$ cat config.mk
export PLATFORM = sky130hd
export DESIGN_NAME = simple_loop_main
export DESIGN_NICKNAME = d
export VERILOG_FILES = /design/src/rtl/simple_loop_main.sv
export SDC_FILE = /design/constraint.sdc
export NUM_CORES = 1
export LEC_CHECK = 0
export ABC_AREA = 1
export CAP_MARGIN = 10
export CORE_AREA = 3 3 65 67
export CTS_CLUSTER_DIAMETER = 150
export DETAILED_ROUTE_END_ITERATION = 8
export DIE_AREA = 0 0 68 70
export PLACE_DENSITY = 0.72
export SYNTH_ARGS = -nofsm -noshare
export SYNTH_HDL_FRONTEND = slang
export SYNTH_SLANG_ARGS = --single-unit
$ cat constraint.sdc
create_clock -name clk -period 2.6 [get_ports clk]
set_input_delay 0.26 -clock clk [delete_from_list [all_inputs] [get_ports clk]]
set_output_delay 0.26 -clock clk [all_outputs]
set_load 0.03 [all_outputs]
$ cat src/rtl/simple_loop_main.sv
// Fixed-trip-count accumulation loop: on go, latch n and run TRIP iterations of
// acc = acc + n + i, then present the final sum with a one-cycle result_valid pulse.
module simple_loop_main #(
   parameter int WIDTH = 10,
   parameter int TRIP  = 16
) (
   input  logic             clk,
   input  logic             rst,
   input  logic [WIDTH-1:0] n,
   input  logic             go,
   output logic [WIDTH-1:0] result,
   output logic             result_valid
);

   localparam int CNT_W = (TRIP > 1) ? $clog2(TRIP) : 1;
   localparam logic [CNT_W-1:0] LAST_I = CNT_W'(TRIP - 1);

   // Handshake: go is a level request sampled only while IDLE; result_valid is a
   // one-cycle pulse, and result holds its value until the next completion or reset.
   typedef enum logic {
      ST_IDLE = 1'b0,
      ST_LOOP = 1'b1
   } state_t;

   state_t             state_q, state_d;
   logic [WIDTH-1:0]   acc_q, acc_d;
   logic [CNT_W-1:0]   i_q, i_d;
   logic [WIDTH-1:0]   n_reg_q, n_reg_d;
   logic [WIDTH-1:0]   result_q, result_d;
   logic               result_valid_q, result_valid_d;
   logic [WIDTH-1:0]   iter_sum;

   assign iter_sum = acc_q + n_reg_q + WIDTH'(i_q);

   always_comb begin
      state_d        = state_q;
      acc_d          = acc_q;
      i_d            = i_q;
      n_reg_d        = n_reg_q;
      result_d       = result_q;
      result_valid_d = 1'b0;
      case (state_q)
         ST_IDLE: begin
            if (go) begin
               n_reg_d = n;
               acc_d   = '0;
               i_d     = '0;
               state_d = ST_LOOP;
            end
         end
         ST_LOOP: begin
            acc_d = iter_sum;
            i_d   = i_q + CNT_W'(1);
            if (i_q == LAST_I) begin
               result_d       = iter_sum;
               result_valid_d = 1'b1;
               state_d        = ST_IDLE;
            end
         end
         default: state_d = ST_IDLE;
      endcase
   end

   always_ff @(posedge clk) begin
      if (rst) begin
         state_q        <= ST_IDLE;
         acc_q          <= '0;
         i_q            <= '0;
         n_reg_q        <= '0;
         result_q       <= '0;
         result_valid_q <= 1'b0;
      end else begin
         state_q        <= state_d;
         acc_q          <= acc_d;
         i_q            <= i_d;
         n_reg_q        <= n_reg_d;
         result_q       <= result_d;
         result_valid_q <= result_valid_d;
      end
   end

   assign result       = result_q;
   assign result_valid = result_valid_q;

endmodule

**Word level (Yosys, flattened, before mapping)**

Cells that the tools add are included.

- Output and inout port bits: 11
- Bits of input ports: 13
- Logic and storage cells: 23
- Flip-flop bits (word level): 36

- Add/sub/neg operators: 3
- Equal/unequal tests: 2
- Bitwise operators: 1
- Multiplexer cells: 8
- Reductions and logical operators: 3

Operator list:

| kind | count |
|---|---|
| one-hot mux 10 bit (2 select lines) | 1 |
| adder 10 bit | 1 |
| adder 10 x 4 -> 10 bit | 1 |
| two-way mux 10 bit | 1 |
| one-hot mux 4 bit (2 select lines) | 1 |
| adder 4 x 1 -> 4 bit, second input constant | 1 |
| == test 4 bit, second input constant | 1 |
| two-way mux 4 bit | 1 |
| AND reduction 2 bit | 2 |
| two-way mux 1 bit | 3 |
| inequality test 2 bit, second input constant | 1 |
| one-hot mux 1 bit (2 select lines) | 1 |
| OR reduction 2 bit | 1 |
| NOT 1 bit | 1 |

**Depth between registers and ports, before layout**

Gate-level depths: netlist of the first run.

- Word-level depth: 3
- Depth in mapped cells: 12
- Gate-level depth less buffers: 12

**Worst setup path before layout of the first run**

OpenSTA, ideal clock, no wires.

- Kind: register to register
- Start: register i_q[1]
- End: register acc_q[9]
- Data required time: 2.468 ns
- Period minus slack after synthesis: 2.144 ns
- Arrival time: 2.012 ns
- Stages on the path, launching flop included: 12
- Path slack: 0.456 ns
- Setup time: 0.132 ns
- Buffers on the path: 0
- Cells stage by stage: dfxtp_1 > inv_1 > fa_1 > inv_1 > ha_1 > fa_1 > nand2_1 > nand2_1 > nand3_1 > nand3_1 > nand3_1 > a21oi_1

- Word-level cells in the longest chain between the ends: 2

RTL lines:

| what | line | RTL |
|---|---|---|
| from (decl) | 27 | `logic [CNT_W-1:0] i_q, i_d;` |
| from (signal assigned) | 75 | `i_q <= i_d;` |
| adder 10 x 4 -> 10 bit | 33 | `assign iter_sum = acc_q + n_reg_q + WIDTH'(i_q);` |
| one-hot mux 10 bit (2 select lines) | 42 | `case (state_q)` |
| to (signal assigned) | 67 | `acc_q <= '0;` |
| to (signal assigned) | 74 | `acc_q <= acc_d;` |
| to (decl) | 26 | `logic [WIDTH-1:0] acc_q, acc_d;` |

Every way passes these cells.
A chain may end at the register's enable or synchronous reset.

**Final worst setup path of the first run**

Ends and elaborated chain as after synthesis.

==> results of run 1 <==
-- per-stage QoR --
| stage | setup WS, ns | instance area (um2) | std cells | power, uW |
|---|---|---|---|---|
| after floorplan | 0.456 | 1840 | 236 | 716 |
| final | 0.280 | 2200 | 310 | 1150 |
| after detailed placement | 0.298 | 2110 | 302 | 767 |
| after global routing | 0.113 | 2200 | 310 | 1210 |
| after global placement | 0.359 | 2110 | 302 | 766 |
| after CTS | 0.284 | 2200 | 310 | 1170 |
-- state kept, by name (all words and copies together) (netlist names) --
signal / count
state_q: 1
result: 10
n_reg_q: 10
i_q: 4
result_valid: 1
acc_q: 10
-- metal layers --
layer	share of wire	wire length, um
met1	0.46	1650
met2	0.49	1740
met5	0	0
met4	0.019	69
met3	0.029	102
-- cells in the final DEF, fill, tap and decap left out, drive strengths merged --
| cell | n |
|---|---|
| nand3 | 21 |
| xor2 | 1 |
| a22o | 4 |
| o21ai | 12 |
| a21oi | 18 |
| buf | 2 |
| fa | 5 |
| clkbuf | 8 |
| nand3b | 4 |
| nor2 | 25 |
| dfxtp | 36 |
| a21o | 2 |
| clkdlybuf4s50 | 23 |
| ha | 14 |
| or2 | 2 |
| nand4 | 1 |
| nand2 | 59 |
| inv | 24 |
| nor3 | 1 |
-- cell type report --
type | instances | area, um2 | area share
Sequential cell | 36 | 721 | 0.328
Inverter | 24 | 90.1 | 0.0410
Clock buffer | 8 | 90.1 | 0.0410
Tap cell | 48 | 60.1 | 0.0273
Multi-Input combinational cell | 169 | 991 | 0.451
Timing Repair Buffer | 25 | 245 | 0.112
-- cell families after synthesis --
group	after synthesis
DFF	36
adders and majority gates	19
AOI/OAI and AO/OA	36
buffers and inverters	31
and+or+nand+nor	113
xor gates and xnor gates	1
-- critical path, cell delays in order (launching register included) --
cell and delay [ns]:
dfxtp_1 0.37, inv_1 0.07, fa_1 0.50, inv_1 0.04, ha_1 0.21, fa_1 0.40
nand2_1 0.08, nand2_1 0.10, nand3_1 0.13, nand2_1 0.06, nand2_1 0.07, nand3_1 0.07
a21oi_1 0.14
-- final timing paths --
path	start	to	slack (ns)
worst max-delay path	i_q[1]	acc_q[9]	0.28
worst min-delay path	result[8]	result[8]	0.45
worst max register to register	i_q[1]	acc_q[9]	0.28
worst min register to register	result[8]	result[8]	0.45
-- report_power, final --
part	total [uW]	internal (uW)	switching (uW)	leakage [uW]
logic	157	68.9	87.8	0.000686
registers	597	575	22.3	0.000294
clock network	400	216	184	0.0000455
==> results.yml, run 1 <==
clock_tree:
  cts_root_buf: "clkbuf_8"
  insertion_delay_ns: 0.28
  htree_num_levels: 2
  cts_hold_buf: 0
  postCtsResizedCells: 0
  clock_path_buffers: 2
  cts.sinks: 36
  cts_inserted_buffers: 5
  path_clk_slew_ns: 0.07
  cts_setup_buffers: 0
  cts_tree: "yes"
timing:
  clock_skew_ns: 0.00414
  timing.fmax_mhz: 431
  finalHoldViolations: 0
  worst_slew_pin_slew_ns: 0.791
  rsz0062_at_grt: "no"
  setup_viol: 0
  relSlewSlack: 0.472
  setup-tns-final_ns: 0
  fin_crit_ns: 2.32
  drv_slew: 0
  whs_ns: 0.452
  fin_crit_sh: 0.892
yosys:
  synth-simple-area-share: 0.275
  netlist_instances: 236
  synth_top_cell_by_area: "dfxtp_1"
  synth_enable_flop_cells: 0
  synth_adder_area_share: 0.149
  synth_commonest_cells: "59 x nand2_1, 36 x dfxtp_1, 21 x inv_1, 21 x nor2_1, 20 x nand3_1"
  ys_warn_count: 0
  ys_types: 24
  yosys.area.top_type_share: 0.391
  synth.avg_cell_area_um2: 7.81
  ys_seq_area_frac: 0.391
  synth_flop_cell: "dfxtp_1"
  synth.mux.area_fraction: 0
  synth.most_common_cell: "nand2_1"
  ys_top_cells_by_area: "dfxtp_1 39%, nand2_1 12%, ha_1 9.5%, fa_1 5.4%, nand3_1 5.4%"
  yosys.area_share.xor_xnor: 0.00475
  async_flop_share: 0
  synth_area_um2: 1840
  synthesis.nets: 268
  synth_compound_area_frac: 0.109
  synth_top_family_by_area: "simple AND/OR/NAND/NOR gates"
  synth_seq_cells: 36
global_routing:
  globalRouteMet3Util: 0.0595
  antenna_found_initial: 0
  grt_util_all_layers: 0.170
  use_met1: 0.214
  grt_max_degree: 18
  grt_pass1_vias: 1393
  grt-ovfl-total: 0
  grt_pass1_wl_um: 6150
  use_met2: 0.263
  grt-busiest-layer: "met2"
die:
  fp.dieW_um: 68
  core_area_um2: 3690
  row_count: 22
  die-area_um2: 4760
  ios: 24
  dieHeight_um: 70
  initial_core_util: 0.500
routing:
  drc: 0
  wire_per_inst_um: 11.5
  drtAntennaViolNets: 0
  drt_iter0_markers: 53
  wirelength_um: 3570
  drt_pass1_iterations: 4
  viasPerCell: 4.97
  vias: 1542
final_layout:
  fill_cells: 362
  fin_nets: 293
  fin_util: 0.596
  area_delta_synth_final_pct: 19.1
  diodes: 0
  drive_above_1_share: 0.0611
power:
  p_leak_uw: 0.00103
  power-per-cell-area_nw_per_um2: 525
  ir_worst_vdd_uv: 359
placed_design:
  gp_congestion: 0.871
  hpwl_um: 2700
  io_buffers: 23
worst_setup_path:
  r2r_cells: 12
  start_kind: "flip-flop"
  worstPathArrival_ns: 2.54
  worstPathRequired_ns: 2.82
  endpoint_kind: "flip-flop"
  worst-path-max-fanout: 4
  critPathKind: "flip-flop to flip-flop"
hold_path:
  hold_path.class: "flip-flop to flip-flop"
  min_path_cells: 2
outcome:
  outcome: "complete, no violations"
run:
  maxCapViolations: 0
No activity file was read; power rests on OpenSTA's default activity.
==> inputs of run 2 (changes only) <==
- CAP_MARGIN: 10 -> unset
- CORE_AREA: 3 3 65 67 -> 2 2 64 66
- DIE_AREA: 0 0 68 70 -> 0 0 66 68
==> results.yml, run 2 (synthesis results as in run 1) <==
final_layout:
  fin_nets: 292
  drive_above_1_share: 0.0575
  diodes: 0
  layout_commonest_cell: "nand2_1"
  fin_util: 0.568
  area_delta_synth_final_pct: 18.9
  mostFrequentLayoutCells: "59 x nand2_1, 36 x dfxtp_1, 23 x clkdlybuf4s50_1, 21 x inv_1, 21 x nor2_1"
  fill_cells: 382
clock_tree:
  cts_inserted_buffers: 5
  htree_num_levels: 2
  cts_tree: "yes"
  clock_path_buffers: 2
  path_clk_slew_ns: 0.07
  cts.sinks: 36
  cts_setup_buffers: 0
  cts_root_buf: "clkbuf_8"
  cts_hold_buf: 0
  postCtsResizedCells: 0
  insertion_delay_ns: 0.29
timing:
  setup_viol: 0
  clock_skew_ns: 0.00326
  fin_crit_ns: 2.34
  whs_ns: 0.450
  rsz0062_at_grt: "no"
  relSlewSlack: 0.493
  fin_crit_sh: 0.900
  drv_slew: 0
  setup-tns-final_ns: 0
  worst_slew_pin_slew_ns: 0.760
  timing.fmax_mhz: 427
  finalHoldViolations: 0
routing:
  wire_per_inst_um: 11.7
  drtAntennaViolNets: 0
  wl_met2_um: 1800
  drt_iter0_markers: 66
  viasPerCell: 5.00
  drc: 0
  drt_pass1_iterations: 5
  vias: 1554
  routed.top_layer: "met4"
  wirelength_um: 3650
  wl_met3_um: 109
  met1Wirelength_um: 1660
worst_setup_path:
  path_common_cell: "nand2_1"
  endpoint_kind: "flip-flop"
  critPathKind: "flip-flop to flip-flop"
  worstPathRequired_ns: 2.81
  start_kind: "flip-flop"
  crit_path_cell_trace: "inv_1 -> fa_1 -> inv_1 -> ha_1 -> fa_1 -> nand2_1 -> nand2_1 -> nand3_1 -> nand2_1 -> nand2_1 -> nand3_1 -> a21oi_1"
  critPathSlowestCell: "fa_1"
  worstPathArrival_ns: 2.55
  cp_slowest_stage_delay_ns: 0.49
  worst-path-max-fanout: 4
placed_design:
  hpwl_um: 2730
  io_buffers: 23
  gp_congestion: 0.838
global_routing:
  antenna_found_initial: 0
  grt_pass1_wl_um: 6200
  grt_pass1_vias: 1403
  grt_util_all_layers: 0.186
  grt-ovfl-total: 0
  grt_max_degree: 18
die:
  row_count: 23
  dieHeight_um: 68
  ios: 24
  die-area_um2: 4490
  core_area_um2: 3860
  initial_core_util: 0.478
  fp.dieW_um: 66
run:
  maxCapViolations: 0
power:
  p_leak_uw: 0.00102
  ir_worst_vdd_uv: 341
  total_power_uw: 1160
  power-per-cell-area_nw_per_um2: 529
hold_path:
  hold_path.class: "flip-flop to flip-flop"
outcome:
  outcome: "complete, no violations"
[run 2: final cells by class]
cell class	instances	area (um2)	area share
well taps	50	62.6	0.0285
clock buffers	8	90.1	0.0411
repair buffers	24	238	0.108
flip-flops and latches	36	721	0.329
multi-input cells	169	991	0.452
inverters	24	90.1	0.0411
[run 2: per-layer routing]
metal / vias to the layer above / global-route usage
li1: 812 / -
met1: 717 / 0.217
met2: 17 / 0.314
met3: 8 / 0.0641
met4: 0 / 0.0791
met5: - / 0
[run 2: report_power, final]
group,internal (uW),switching [uW],total (uW)
Sequential,575,21.6,596
Combinational,68.3,88.6,157
Clock,216,190,406
Total,859,300,1160
[run 2: critical path: cells and delay by family, from the launching register on]
kind	cells	cell delay [ns]
DFF	1	0.36
AOI/OAI and AO/OA	1	0.16
buffers and inverters	2	0.11
adders and majority gates	3	1.11
and+or+nand+nor	6	0.50
[run 2: path summary, 6_finish.rpt]
path                             endpoint  cells past startpoint       from  slack (ns)
worst min-delay path            result[8]                      2  result[8]        0.45
worst min register to register  result[8]                      2  result[8]        0.45
worst max register to register   acc_q[9]                     12     i_q[1]        0.26
worst max-delay path             acc_q[9]                     12     i_q[1]        0.26
[run 2: per-stage QoR]
stage / area [um2] / std cells / setup slack (ns)
finish: 2190 / 311 / 0.260
global route: 2190 / 311 / 0.101
CTS: 2190 / 311 / 0.260
detailed placement: 2100 / 303 / 0.282
global placement: 2100 / 303 / 0.346
floorplan: 1840 / 236 / 0.456
